### src/rtl/dmem_pkg.sv
// Shared encodings, FSM state, byte-enable constants and the bus command payload
// for the data-memory bus bridge.
package dmem_pkg;

    localparam int unsigned DATA_W = 32;
    localparam int unsigned BE_W   = 4;

    typedef enum logic [1:0] {
        SZ_WORD = 2'b00,
        SZ_HALF = 2'b01,
        SZ_BYTE = 2'b10,
        SZ_RSVD = 2'b11
    } size_e;

    typedef enum logic [2:0] {
        LD_LW  = 3'b000,
        LD_LH  = 3'b001,
        LD_LHU = 3'b010,
        LD_LB  = 3'b011,
        LD_LBU = 3'b100
    } ltype_e;

    typedef enum logic [1:0] {
        ST_IDLE = 2'b00,
        ST_BUS  = 2'b01,
        ST_DONE = 2'b10
    } state_e;

    localparam logic [BE_W-1:0] BE_WORD = 4'b1111;
    localparam logic [BE_W-1:0] BE_LO   = 4'b0011;
    localparam logic [BE_W-1:0] BE_HI   = 4'b1100;
    localparam logic [BE_W-1:0] BE_B0   = 4'b0001;

    typedef struct packed {
        logic              we;
        logic [DATA_W-1:0] addr;
        logic [BE_W-1:0]   be;
        logic [DATA_W-1:0] wdata;
    } bus_cmd_t;

    // Reserved store size and unknown load types fall back to word accesses.
    function automatic logic misaligned(input logic store, input logic [1:0] size,
                                        input logic [2:0] ltype, input logic [1:0] addr_lo);
        logic is_half;
        logic is_byte;
        if (store) begin
            is_half = (size == SZ_HALF);
            is_byte = (size == SZ_BYTE);
        end else begin
            is_half = (ltype == LD_LH) || (ltype == LD_LHU);
            is_byte = (ltype == LD_LB) || (ltype == LD_LBU);
        end
        if (is_byte) return 1'b0;
        if (is_half) return addr_lo[0];
        return addr_lo != 2'b00;
    endfunction

endpackage

### src/rtl/dmem_lane.sv
// Little-endian lane steering: store side builds be/replicated wdata, load side
// extracts the addressed lane and sign/zero-extends it.
module dmem_lane
    import dmem_pkg::*;
(
    input  logic              load,
    input  logic [2:0]        sel,
    input  logic [1:0]        addr_lo,
    input  logic [DATA_W-1:0] data_in,
    output logic [BE_W-1:0]   be,
    output logic [DATA_W-1:0] data_out
);

    logic [7:0]  lane_b;
    logic [15:0] lane_h;

    always_comb begin
        be       = BE_WORD;
        data_out = data_in;
        lane_b   = data_in[{addr_lo, 3'b000} +: 8];
        lane_h   = addr_lo[1] ? data_in[31:16] : data_in[15:0];
        if (load) begin
            case (sel)
                LD_LH:   data_out = {{16{lane_h[15]}}, lane_h};
                LD_LHU:  data_out = {16'h0000, lane_h};
                LD_LB:   data_out = {{24{lane_b[7]}}, lane_b};
                LD_LBU:  data_out = {24'h000000, lane_b};
                default: data_out = data_in;
            endcase
        end else begin
            case (sel[1:0])
                SZ_HALF: begin
                    be       = addr_lo[1] ? BE_HI : BE_LO;
                    data_out = {2{data_in[15:0]}};
                end
                SZ_BYTE: begin
                    be       = BE_B0 << addr_lo;
                    data_out = {4{data_in[7:0]}};
                end
                default: begin
                    be       = BE_WORD;
                    data_out = data_in;
                end
            endcase
        end
    end

endmodule

### src/rtl/dmem_bus_bridge.sv
// Bridges the core's data-memory port onto a valid/ready system bus with stall,
// misalignment and watchdog reporting. Define DMEM_WBUF_EN for a posted store buffer.
module dmem_bus_bridge
    import dmem_pkg::*;
#(
    parameter int unsigned TIMEOUT_CYCLES = 16,
    parameter int unsigned CNT_W          = 5
) (
    input  logic              clk,
    input  logic              reset,
    input  logic              dmem_re,
    input  logic              dmem_we,
    input  logic [1:0]        dmem_inchoice,
    input  logic [2:0]        dmem_outchoice,
    input  logic [DATA_W-1:0] dmem_addrin,
    input  logic [DATA_W-1:0] dmem_in,
    output logic [DATA_W-1:0] dmem_out,
    output logic              cpu_stall,
    output logic              addr_err,
    output logic              addr_err_st,
    output logic              bus_err,
    output logic              bus_req,
    output logic              bus_we,
    output logic [DATA_W-1:0] bus_addr,
    output logic [BE_W-1:0]   bus_be,
    output logic [DATA_W-1:0] bus_wdata,
    input  logic              bus_ready,
    input  logic [DATA_W-1:0] bus_rdata
);

`ifdef DMEM_WBUF_EN
    localparam bit WBUF = 1'b1;
`else
    localparam bit WBUF = 1'b0;
`endif

    state_e            state, state_d;
    logic [CNT_W-1:0]  cnt, cnt_d;
    bus_cmd_t          cmd, cmd_d;
    logic              req, req_d;
    logic [DATA_W-1:0] out_q, out_d;
    logic              err, err_d;
    logic [2:0]        ltype_q, ltype_d;
    logic [1:0]        alo_q, alo_d;
    logic              posted, posted_d;
    logic              stall_c;

    logic              misal;
    logic              access_ok;
    logic              timeout_hit;
    logic [BE_W-1:0]   st_be, ld_be;
    logic [DATA_W-1:0] st_wdata, ld_data;

    assign misal       = misaligned(dmem_we, dmem_inchoice, dmem_outchoice, dmem_addrin[1:0]);
    assign access_ok   = (dmem_re || dmem_we) && !misal;
    assign timeout_hit = (TIMEOUT_CYCLES != 0) && (cnt == CNT_W'(TIMEOUT_CYCLES - 1));

    dmem_lane u_st_lane (
        .load     (1'b0),
        .sel      ({1'b0, dmem_inchoice}),
        .addr_lo  (dmem_addrin[1:0]),
        .data_in  (dmem_in),
        .be       (st_be),
        .data_out (st_wdata)
    );

    dmem_lane u_ld_lane (
        .load     (1'b1),
        .sel      (ltype_q),
        .addr_lo  (alo_q),
        .data_in  (bus_rdata),
        .be       (ld_be),
        .data_out (ld_data)
    );

    // Next-state and registered-output values; everything holds unless overridden.
    always_comb begin
        state_d  = state;
        cnt_d    = cnt;
        cmd_d    = cmd;
        req_d    = req;
        out_d    = out_q;
        err_d    = 1'b0;
        ltype_d  = ltype_q;
        alo_d    = alo_q;
        posted_d = posted;
        stall_c  = 1'b0;
        unique case (state)
            ST_IDLE: begin
                if (access_ok) begin
                    stall_c     = !(WBUF && dmem_we);
                    state_d     = ST_BUS;
                    cnt_d       = '0;
                    req_d       = 1'b1;
                    cmd_d.we    = dmem_we;
                    cmd_d.addr  = {dmem_addrin[31:2], 2'b00};
                    cmd_d.be    = dmem_we ? st_be : ld_be;
                    cmd_d.wdata = st_wdata;
                    ltype_d     = dmem_outchoice;
                    alo_d       = dmem_addrin[1:0];
                    posted_d    = WBUF && dmem_we;
                end
            end
            ST_BUS: begin
                // A draining posted store only holds the core if it presents a new access.
                stall_c = posted ? access_ok : 1'b1;
                cnt_d   = cnt + CNT_W'(1);
                if (bus_ready) begin
                    req_d    = 1'b0;
                    posted_d = 1'b0;
                    state_d  = posted ? ST_IDLE : ST_DONE;
                    if (!posted) out_d = ld_data;
                end else if (timeout_hit) begin
                    req_d    = 1'b0;
                    err_d    = 1'b1;
                    posted_d = 1'b0;
                    state_d  = posted ? ST_IDLE : ST_DONE;
                    if (!posted) out_d = '0;
                end
            end
            ST_DONE: state_d = ST_IDLE;
            default: state_d = ST_IDLE;
        endcase
    end

    always_ff @(posedge clk or negedge reset) begin
        if (!reset) begin
            state   <= ST_IDLE;
            cnt     <= '0;
            cmd     <= '0;
            req     <= 1'b0;
            out_q   <= '0;
            err     <= 1'b0;
            ltype_q <= '0;
            alo_q   <= '0;
            posted  <= 1'b0;
        end else begin
            state   <= state_d;
            cnt     <= cnt_d;
            cmd     <= cmd_d;
            req     <= req_d;
            out_q   <= out_d;
            err     <= err_d;
            ltype_q <= ltype_d;
            alo_q   <= alo_d;
            posted  <= posted_d;
        end
    end

    assign cpu_stall   = stall_c && reset;
    assign addr_err    = (dmem_re || dmem_we) && misal;
    assign addr_err_st = addr_err && dmem_we;
    assign bus_req     = req;
    assign bus_we      = cmd.we;
    assign bus_addr    = cmd.addr;
    assign bus_be      = cmd.be;
    assign bus_wdata   = cmd.wdata;
    assign dmem_out    = out_q;
    assign bus_err     = err;

endmodule

### config.mk
export PLATFORM = sky130hd
export DESIGN_NAME = dmem_bus_bridge
export DESIGN_NICKNAME = d
export VERILOG_FILES = /design/src/rtl/dmem_pkg.sv /design/src/rtl/dmem_lane.sv /design/src/rtl/dmem_bus_bridge.sv
export SDC_FILE = /design/constraint.sdc
export NUM_CORES = 1
export LEC_CHECK = 0
export CAP_MARGIN = 0
export CELL_PAD_IN_SITES_DETAIL_PLACEMENT = 1
export CELL_PAD_IN_SITES_GLOBAL_PLACEMENT = 1
export CORE_MARGIN = 2
export CORE_UTILIZATION = 36
export CTS_CLUSTER_SIZE = 16
export DETAILED_ROUTE_END_ITERATION = 8
export GPL_TIMING_DRIVEN = 1
export PLACE_DENSITY = 0.79
export SYNTH_ARGS = -nofsm -noshare
export SYNTH_HDL_FRONTEND = slang
export SYNTH_HIERARCHICAL = 1
export SYNTH_SLANG_ARGS = --single-unit
### constraint.sdc
create_clock -name clk -period 2.3 [get_ports clk]
set_input_delay 0.345 -clock clk [delete_from_list [all_inputs] [get_ports clk]]
set_output_delay 0.345 -clock clk [all_outputs]
set_load 0.005 [all_outputs]
Word level (Yosys, flattened, before mapping):

Index checks and enable logic that the tools add are counted.

* output and inout bits: 106
* word-level logic and storage cells: 85
* register bits: 114
* input port bits: 106

* $add $sub $neg: 1
* shift-type cells: 2
* eq/ne operators: 14
* muxes and demuxes: 38
* bitwise logic cells: 1
* reductions and logical operators: 17

Operators by type and width (count)
* two-way mux 32 bit: 4
* one-hot mux 32 bit (4 select lines): 1
* one-hot mux 32 bit (2 select lines): 1
* indexed part select 32 x 6 -> 8 bit: 1
* two-way mux 1 bit: 18
* two-way mux 16 bit: 1
* equality test 3 x 2 -> 1 bit (second input constant): 4
* one-hot mux 5 bit (2 select lines): 1
* two-way mux 2 bit: 4
* two-way mux 4 bit: 2
* one-hot mux 4 bit (2 select lines): 1
* equality test 3 x 1 -> 1 bit (second input constant): 2
* equality test 3 bit (second input constant): 2
* one-hot mux 1 bit (2 select lines): 3
* AND reduction 2 bit: 3
* AND reduction 3 bit: 2
* nonzero test 2 bit: 3
* adder 5 x 1 -> 5 bit (second input constant): 1
* equality test 5 x 4 -> 1 bit (second input constant): 1
* two-way mux 5 bit: 1
* equality test 2 x 1 -> 1 bit (second input constant): 2
* logical AND 1 bit: 4
* one-hot mux 2 bit (2 select lines): 1
* << shifter 1 x 2 -> 4 bit (first input constant): 1
* 7 further kinds: 9

Longest topological paths before layout:

Gate-level depths: netlist of run 1.

* word-level depth: 12
* gate-level depth with buffers: 8
* gate-level depth less buffers: 7

By module:

The synthesis of run 1 kept the hierarchy.

Modules (own cells, without submodules)
* dmem_bus_bridge: sequential area each 2827.7 um^2, times used 1, cells an instance 308, area an instance 4747.1 um^2
* dmem_lane: sequential area each 0.0 um^2, times used 2, cells an instance 167, area an instance 1039.7 um^2

Worst setup path after synthesis of run 1:

No wires, ideal clock.

* path type: register -> register
* start point: reg ltype_q[0]
* end point: reg out_q[0] (netlist: dmem_out[0])
* arrival time: 1898 ps
* library setup time: 66 ps
* path buffers: 0
* clock period less this slack: 1964 ps
* cell stages (with the launch flop): 8
* setup slack: 336 ps
* data required time: 2234 ps
* cells stage by stage: dfrtp_1 > inv_1 > ha_1 > or4_1 > nand3_1 > a21oi_1 > o32ai_1 > a22o_1

* cells in the longest elaborated chain, start to end: 4
* elaborated cells on any way between the ends: 7
* classes of those cells: eq/ne: 4; mux: 3

RTL lines
* from (decl): RTL line dmem_bus_bridge.sv:43 `logic [2:0] ltype_q, ltype_d;`
* from (signal assigned): RTL line dmem_bus_bridge.sv:144 `ltype_q <= ltype_d;`
* equality test 3 bit, or another cell as far along: RTL line dmem_lane.sv:23 `case (sel)`
* one-hot mux 32 bit (4 select lines) (*): RTL line dmem_lane.sv:23
* via ld_data[0]: RTL line dmem_bus_bridge.sv:52 `logic [DATA_W-1:0] st_wdata, ld_data;`
* two-way mux 32 bit (*): RTL line dmem_bus_bridge.sv:112 `if (!posted) out_d = ld_data;`
* two-way mux 32 bit (*): RTL line dmem_bus_bridge.sv:108 `if (bus_ready) begin`
* to (signal assigned): RTL line dmem_bus_bridge.sv:142 `out_q <= out_d;`
* to (decl): RTL line dmem_bus_bridge.sv:41 `logic [DATA_W-1:0] out_q, out_d;`

Mark *: on every way through the listed nets, which the timed path passes. The rest lies on a longest branch. The select of a mux whose other input is x is not followed.
A chain may end at the register's enable or synchronous reset.

Worst setup path in the final report of run 1:

* start point: in dmem_outchoice[1]
* end point: out addr_err

* cells in the longest elaborated chain, start to end: 8
* elaborated cells on any way between the ends: 15
* classes of those cells: eq/ne: 4; mux: 8; reduce/logical: 3

RTL lines
* from (decl): RTL line dmem_bus_bridge.sv:14 `input logic [2:0] dmem_outchoice,`
* equality test 3 x 1 -> 1 bit or equality test 3 x 2 -> 1 bit (tied branches): RTL line dmem_pkg.sv:50 `is_half = (ltype == LD_LH) || (ltype == LD_LHU);`
* logical OR 1 bit: RTL line dmem_pkg.sv:50
* two-way mux 1 bit: RTL line dmem_pkg.sv:46 `if (store) begin`
* two-way mux 1 bit (2 in a row): RTL line dmem_pkg.sv:54 `if (is_half) return addr_lo[0];`
* two-way mux 1 bit: RTL line dmem_pkg.sv:55 `return addr_lo != 2'b00;`
* two-way mux 1 bit (*): RTL line dmem_pkg.sv:54
* logical AND 1 bit (*): RTL line dmem_bus_bridge.sv:151 `assign addr_err = (dmem_re || dmem_we) && misal;`
* to (decl): RTL line dmem_bus_bridge.sv:19 `output logic addr_err,`

Every way passes the cells marked *; elsewhere a longest branch is shown, timed or not. The select of a mux whose other input is x is not followed.

==> reports/results.ini, run 1 <==
[run_status]
status = completed

[synthesis]
synth_compound_gate_area_share = 0.2465
muxShareOfSynthArea = 0.1591
syn_area_sq_um = 6827
synth_edf_count = 0
synth_ff_type = dfrtp_1
async_flop_share = 1.000
syn_inst = 642
synth_simple_gate_area_frac = 0.1021
synth_seq_cells = 113
post_synth.cell_area_avg_sq_um = 10.63
synth_top_family_by_area = compound AO/OA/AOI/OAI gates
synth_xor_area_frac = 0.002566
post_synth_fa_ha_maj_area_fraction = 0.01833
yosysSeqAreaShare = 0.4142
yosys_warnings = 6
yosys.cell_types.count = 54

[route]
postRouteAntennaNets = 0
drt_pass1_iterations = 5
vias_per_cell = 5.670
post_drt_wl_per_cell_um = 21.52
wirelength_um = 24950
vias = 6571
drt_iter0_drc = 383
drc = 0

[setup_path]
worst-setup-path-type = input port to output pin
crit_path_start_kind = input port
crit_required_ns = 1.96
path_max_fanout = 5
crit_path_end_kind = output pin
cp.arrival_ns = 1.86

[pwr]
netSwitchingFraction = 0.3548
p_comb_frac = 0.522
p_int_uw = 8203
power_density_nw_per_um2 = 1249
p_clk_frac = 0.195
ir_worst_vdd_v = 0.0005266
power_leakage_uw = 0.004430
seqPwrFrac = 0.283
power_uw = 12710
p_sw_uw = 4511

[placed_design]
placed_cells = 1122
portBuffers = 209
place_congestion = 0.8776
post-place-ws_ns = -0.4963
place_area_sq_um = 9513
hpwl_um = 17820

[global_route]
grt_start_max_net_pins = 63
antenna_found_initial = 1
gr-total-overflow = 0
grt_pass1_wl_um = 39050
grtUsageTotal = 0.2497
grt_pass1_vias = 6975

[job]
maxCapViolCount = 0

[floorplan]
dieArea_sq_um = 20080
die_h_um = 141.7
die_width_um = 141.7
io_pins = 212
coreArea_sq_um = 18640
row_count = 50
start_util = 0.3662

[sta]
setup_violations = 0
period_needed_ns = 2.207
fin_setup_tns_ns = 0
setup_slack_ns = 0.09254
rsz0062_at_grt = no
period_share = 0.9598
skew_ns = 0.01181
relSlewSlack = 0.3055
worstMarginPinSlew_ns = 1.038
timing.fmax_mhz = 453.0
slew_viol_final = 0
finalHoldViolations = 0

[cells_and_area]
final_area_sq_um = 10180
drive_above_1_share = 0.2413
fin_cells = 1159
syn_to_final_growth_pct = 49.10
nNetsFinal = 1027

[clock_network]
htreeDepth = 4
insertion_delay_ns = 0.42
numCtsBuffers = 17
cts_buffer_depth = 2
tritoncts = built
root_buffer = clkbuf_16
clock_sinks = 113
clk_pin_slew_ns = 0.06

[hold_path]
hold_class = input port to asynchronous set/reset pin

## layer usage
metal | part of all wire | wire [um] | global-route usage
met5 | 0 | 0 | 0
met3 | 0.095 | 2368 | 0.07290
met1 | 0.40 | 10010 | 0.3163
met2 | 0.48 | 11920 | 0.4055
met4 | 0.026 | 645 | 0.09263
## power by group through the flow
stage,Combinational [uW],Clock (uW),Sequential [uW]
after floorplan,3200,0,3530
after global placement,6330,0,3570
after detailed placement,6470,0,3600
after CTS,6550,2540,3610
after global routing,7120,2630,3710
final,6630,2480,3600
## per-stage QoR
step                utilization  hold WS [ns]
floorplan                     -       0.04941
global placement         0.5103        0.4584
CTS                      0.5441        0.1519
finish                   0.5460        0.1451
detailed placement       0.5103        0.4738
global route             0.5458        0.2032
## cell families (layout without fill, tap and decap cells)
family	after synthesis	in the layout
and+or+nand+nor	134	134
DFF	113	113
xor gates and xnor gates	2	2
muxes	75	75
adders and majority gates	10	10
buffers and inverters	65	331
other	2	19
AOI/OAI and AO/OA	241	241
## final cells by class
class                   instances  area [sq um]
fillers                      2050          8464
multi-input cells             480          3774
flip-flops and latches        113          2828
repair buffers                273          2638
clock buffers                  17         425.4
well taps                     234         292.8
clock inverters                15         121.4
inverters                      26         97.59
diodes                          1         2.502
## state kept, by name, indices dropped and copies added, names as in the netlist
| signal | count |
|---|---|
| alo_q | 2 |
| bus_addr | 30 |
| bus_be | 4 |
| bus_err | 1 |
| bus_req | 1 |
| bus_wdata | 32 |
| bus_we | 1 |
| cnt | 5 |
| dmem_out | 32 |
| ltype_q | 3 |
| state | 2 |
## layout by cell type, fill, tap and decap left out, types with 14 or more instances in the layout
master / Yosys / final
clkbuf_16: 0 / 17
or2_2: 32 / 32
a22oi_1: 32 / 32
clkdlybuf4s50_1: 0 / 199
inv_1: 26 / 26
nor2_1: 17 / 14
nand2_1: 42 / 42
a221oi_1: 15 / 15
dfrtp_1: 113 / 113
buf_4: 4 / 57
conb_1: 2 / 18
a21oi_1: 94 / 93
a221o_1: 16 / 16
a22o_1: 32 / 32
mux2_4: 61 / 61
o32ai_1: 14 / 14
## final timing paths
path                                     to         startpoint  depth (start not counted)  slack, ns
worst max-delay path               addr_err  dmem_outchoice[1]                          8       0.09
worst min-delay path              bus_be[2]              reset                          2       0.15
worst max register to register  dmem_out[0]         ltype_q[0]                          9       0.15
worst min register to register      bus_req            bus_req                          2       0.49
max in group asynchronous       dmem_out[9]              reset                          3       0.93
min in group clk                 ltype_q[2]  dmem_outchoice[2]                          3       0.42
## cell usage after synthesis (all sizes together) (4+ instances only)
cell type,count,area (sq um)
dfrtp,113,2828
a21oi,94,470.5
mux2,65,960.9
nand2,42,157.7
a22o,32,280.3
a22oi,32,240.2
or2,32,200.2
inv,26,97.59
clkbuf,22,82.58
o21ai,18,90.09
buf,17,202.7
nor2,17,63.81
a221o,16,160.2
a221oi,16,146.4
o32ai,14,122.6
ha,10,125.1
nand3,9,45.04
mux2i,8,80.08
nor2b,7,43.79
nand2b,5,33.78
nor3b,5,37.54
o21a,5,40.04
and2,4,27.53
## critical path, cell delays in order
cell and delay [ns]:
clkdlybuf4s15_2 0.22, nand2b_4 0.16, a221oi_4 0.33, o221ai_4 0.16, buf_4 0.16, buf_4 0.13
nor2_4 0.12, dlygate4sd2_1 0.24
## timing repair
item | in CTS | in global routing
buffers inserted | 2 | 2
pin swaps | 4 | 1
endpoints found under the setup margin | 5 | 22
gates cloned | 0 | 0
hold buffers | 0 | 0
hold endpoints to repair | 0 | 0
gates resized for setup | 37 | 6
Power figures use the tool's default switching activity.
==> run 2: changes to the inputs <==
--- a/config.mk
+++ b/config.mk
@@ -13,7 +13,7 @@
 export CTS_CLUSTER_SIZE = 16
 export DETAILED_ROUTE_END_ITERATION = 8
 export GPL_TIMING_DRIVEN = 1
-export PLACE_DENSITY = 0.79
+export PLACE_DENSITY = 0.8
 export SYNTH_ARGS = -nofsm -noshare
 export SYNTH_HDL_FRONTEND = slang
 export SYNTH_HIERARCHICAL = 1
==> run 2 against run 1 <==
  * Non-clock buffer count rose by 5
  * Flip-flop and latch count did not move
  * Critical path depth rose by 4
  * Critical endpoint is now ltype_q[2]
==> reports/results.ini, run 2 (synthesized netlist as in run 1, its figures left out) <==
[floorplan]
coreArea_sq_um = 18640  ; unchanged
start_util = 0.3662  ; unchanged
die_h_um = 141.7  ; unchanged
io_pins = 212  ; unchanged
dieArea_sq_um = 20080  ; unchanged
row_count = 50  ; unchanged
die_width_um = 141.7  ; unchanged

[clock_network]
tritoncts = built  ; unchanged
clk_pin_slew_ns = 0.06  ; about the same
clock_sinks = 113  ; unchanged
numCtsBuffers = 17  ; unchanged
ctsHoldBuffers = 0  ; unchanged
htreeDepth = 4  ; unchanged
root_buffer = clkbuf_16  ; unchanged
cts_buffer_depth = 2  ; unchanged
insertion_delay_ns = 0.42  ; about the same

[sta]
relSlewSlack = 0.3115  ; was 0.3055
period_share = 0.9833  ; was 0.9598
finalHoldViolations = 0  ; unchanged
slew_viol_final = 0  ; unchanged
setup_violations = 0  ; unchanged
timing.fmax_mhz = 442.2  ; was 453.0 MHz
setup_slack_ns = 0.03838  ; was 0.09254 ns
skew_ns = 0.01044  ; was 0.01181 ns
period_needed_ns = 2.262  ; was 2.207 ns
worstMarginPinSlew_ns = 1.029  ; was 1.038 ns
fin_setup_tns_ns = 0  ; unchanged

[route]
drt_pass1_iterations = 5  ; unchanged
vias_per_cell = 5.696  ; was 5.670
wirelength_um = 25530  ; was 24,950 um
post_drt_wl_per_cell_um = 21.95  ; was 21.52 um
drc = 0  ; unchanged
postRouteAntennaNets = 0  ; unchanged
vias = 6624  ; was 6,571
drt_iter0_drc = 437  ; was 383

[setup_path]
crit_path_start_kind = input port  ; unchanged
crit_path_end_kind = flop  ; was output pin
worst-setup-path-type = input port to flop  ; was input port to output pin
ff2ff_setup_slack_ns = 0.07  ; was 0.15 ns
crit_required_ns = 2.60  ; was 1.96 ns
path_max_fanout = 6  ; was 5
cp.arrival_ns = 2.56  ; was 1.86 ns

[cells_and_area]
mostFrequentLayoutCell = clkdlybuf4s50_1  ; unchanged
nNetsFinal = 1032  ; was 1,027
multiInputGateArea_sq_um = 3770  ; was 3774 sq um
drive_above_1_share = 0.2487  ; was 0.2413
diodes = 0  ; was 1
syn_to_final_growth_pct = 49.61  ; was 49.10%
seqCellArea_sq_um = 2828  ; unchanged
nFillCells = 2030  ; was 2,050
final_cell_mix = clkdlybuf4s50_1, dfrtp_1, a21oi_1, buf_4, mux2_4  ; was clkdlybuf4s50_1, dfrtp_1, a21oi_1, mux2_4, buf_4

[run_status]
status = completed  ; unchanged

[placed_design]
portBuffers = 209  ; unchanged
post-place-ws_ns = -0.5487  ; was -0.4963 ns
place_congestion = 0.8678  ; was 0.8776
hpwl_um = 17950  ; was 17,820 um

[global_route]
grt_pass1_vias = 7145  ; was 6,975
grtUsageTotal = 0.2541  ; was 0.2497
grt_pass1_wl_um = 39400  ; was 39,050 um
antenna_found_initial = 0  ; was 1
gr-total-overflow = 0  ; unchanged
grt_start_max_net_pins = 68  ; was 63

[pwr]
ir_worst_vdd_v = 0.0006268  ; was 0.0005266 V
power_leakage_uw = 0.004457  ; was 0.004430 uW
power_uw = 12890  ; was 12,710 uW
power_density_nw_per_um2 = 1262  ; was 1249 nW/um^2

[hold_path]
hold_class = input port to asynchronous set/reset pin  ; unchanged

[job]
maxCapViolCount = 0  ; unchanged

[run 2: cell count changes in the layout (fill, tap and decap cells not counted), moves of 2 or more]
cell,delta
buf_12,-2
buf_2,-2
buf_4,+6
clkbuf_2,+4
clkdlybuf4s15_1,+2
clkinv_4,+2
dlygate4sd2_1,-4
inv_6,-5
[run 2: cell type report]
type / count / area share
Tap cell: 234 / 0.02867
Clock buffer: 18 / 0.04300
Sequential cell: 113 / 0.2769
Timing Repair Buffer: 278 / 0.2598
Multi-Input combinational cell: 480 / 0.3691
Clock inverter: 14 / 0.01299
Inverter: 26 / 0.009555
[run 2: timing repair]
action,CTS,global route
setup buffers,9,3
gates resized for setup,21,24
setup endpoints to repair,10,34
pin swaps,4,6
[run 2: power breakdown]
group / switching (uW) / internal, uW / total, uW / leakage [uW]
combinational: 2840 / 3860 / 6700 / 0.00282
clock: 1050 / 1530 / 2570 / 0.000273
sequential: 691 / 2930 / 3620 / 0.00136
[run 2: worst paths after layout]
kind	startpoint	end	cells past startpoint
setup / recovery	dmem_addrin[1]	ltype_q[2]	12
hold / removal	reset	bus_be[2]	2
setup reg to reg	state[1]	ltype_q[2]	11
hold reg to reg	dmem_out[17]	dmem_out[17]	1
max in group asynchronous	reset	bus_wdata[27]	3
min in group clk	dmem_outchoice[1]	ltype_q[1]	3
[run 2: per-layer routing]
layer,part of all wire,GRT usage,wire (um)
met1,0.40,0.3114,10250
met2,0.47,0.4152,12020
met3,0.092,0.07459,2359
met4,0.035,0.1142,895
met5,0,0,0
[run 2: metrics by stage]
step / util / hold slack, ns / instances / instance area, sq um
after global routing: 0.5479 / 0.2271 / 1163 / 10210
after global placement: 0.5081 / 0.4621 / 1120 / 9473
after floorplan: - / 0.04941 / 658 / 6887
after CTS: 0.5444 / 0.1937 / 1161 / 10150
final: 0.5479 / 0.1645 / 1163 / 10210
after detailed placement: 0.5081 / 0.4921 / 1120 / 9473
[run 2: worst max-delay path, cell delays in order]
cell and delay (ns):
clkdlybuf4s50_1 0.49, o221ai_4 0.29, nand2_2 0.09, buf_4 0.14, buf_4 0.13, buf_4 0.12
buf_4 0.13, buf_4 0.13, buf_4 0.12, buf_4 0.12, buf_4 0.16, mux2_2 0.28
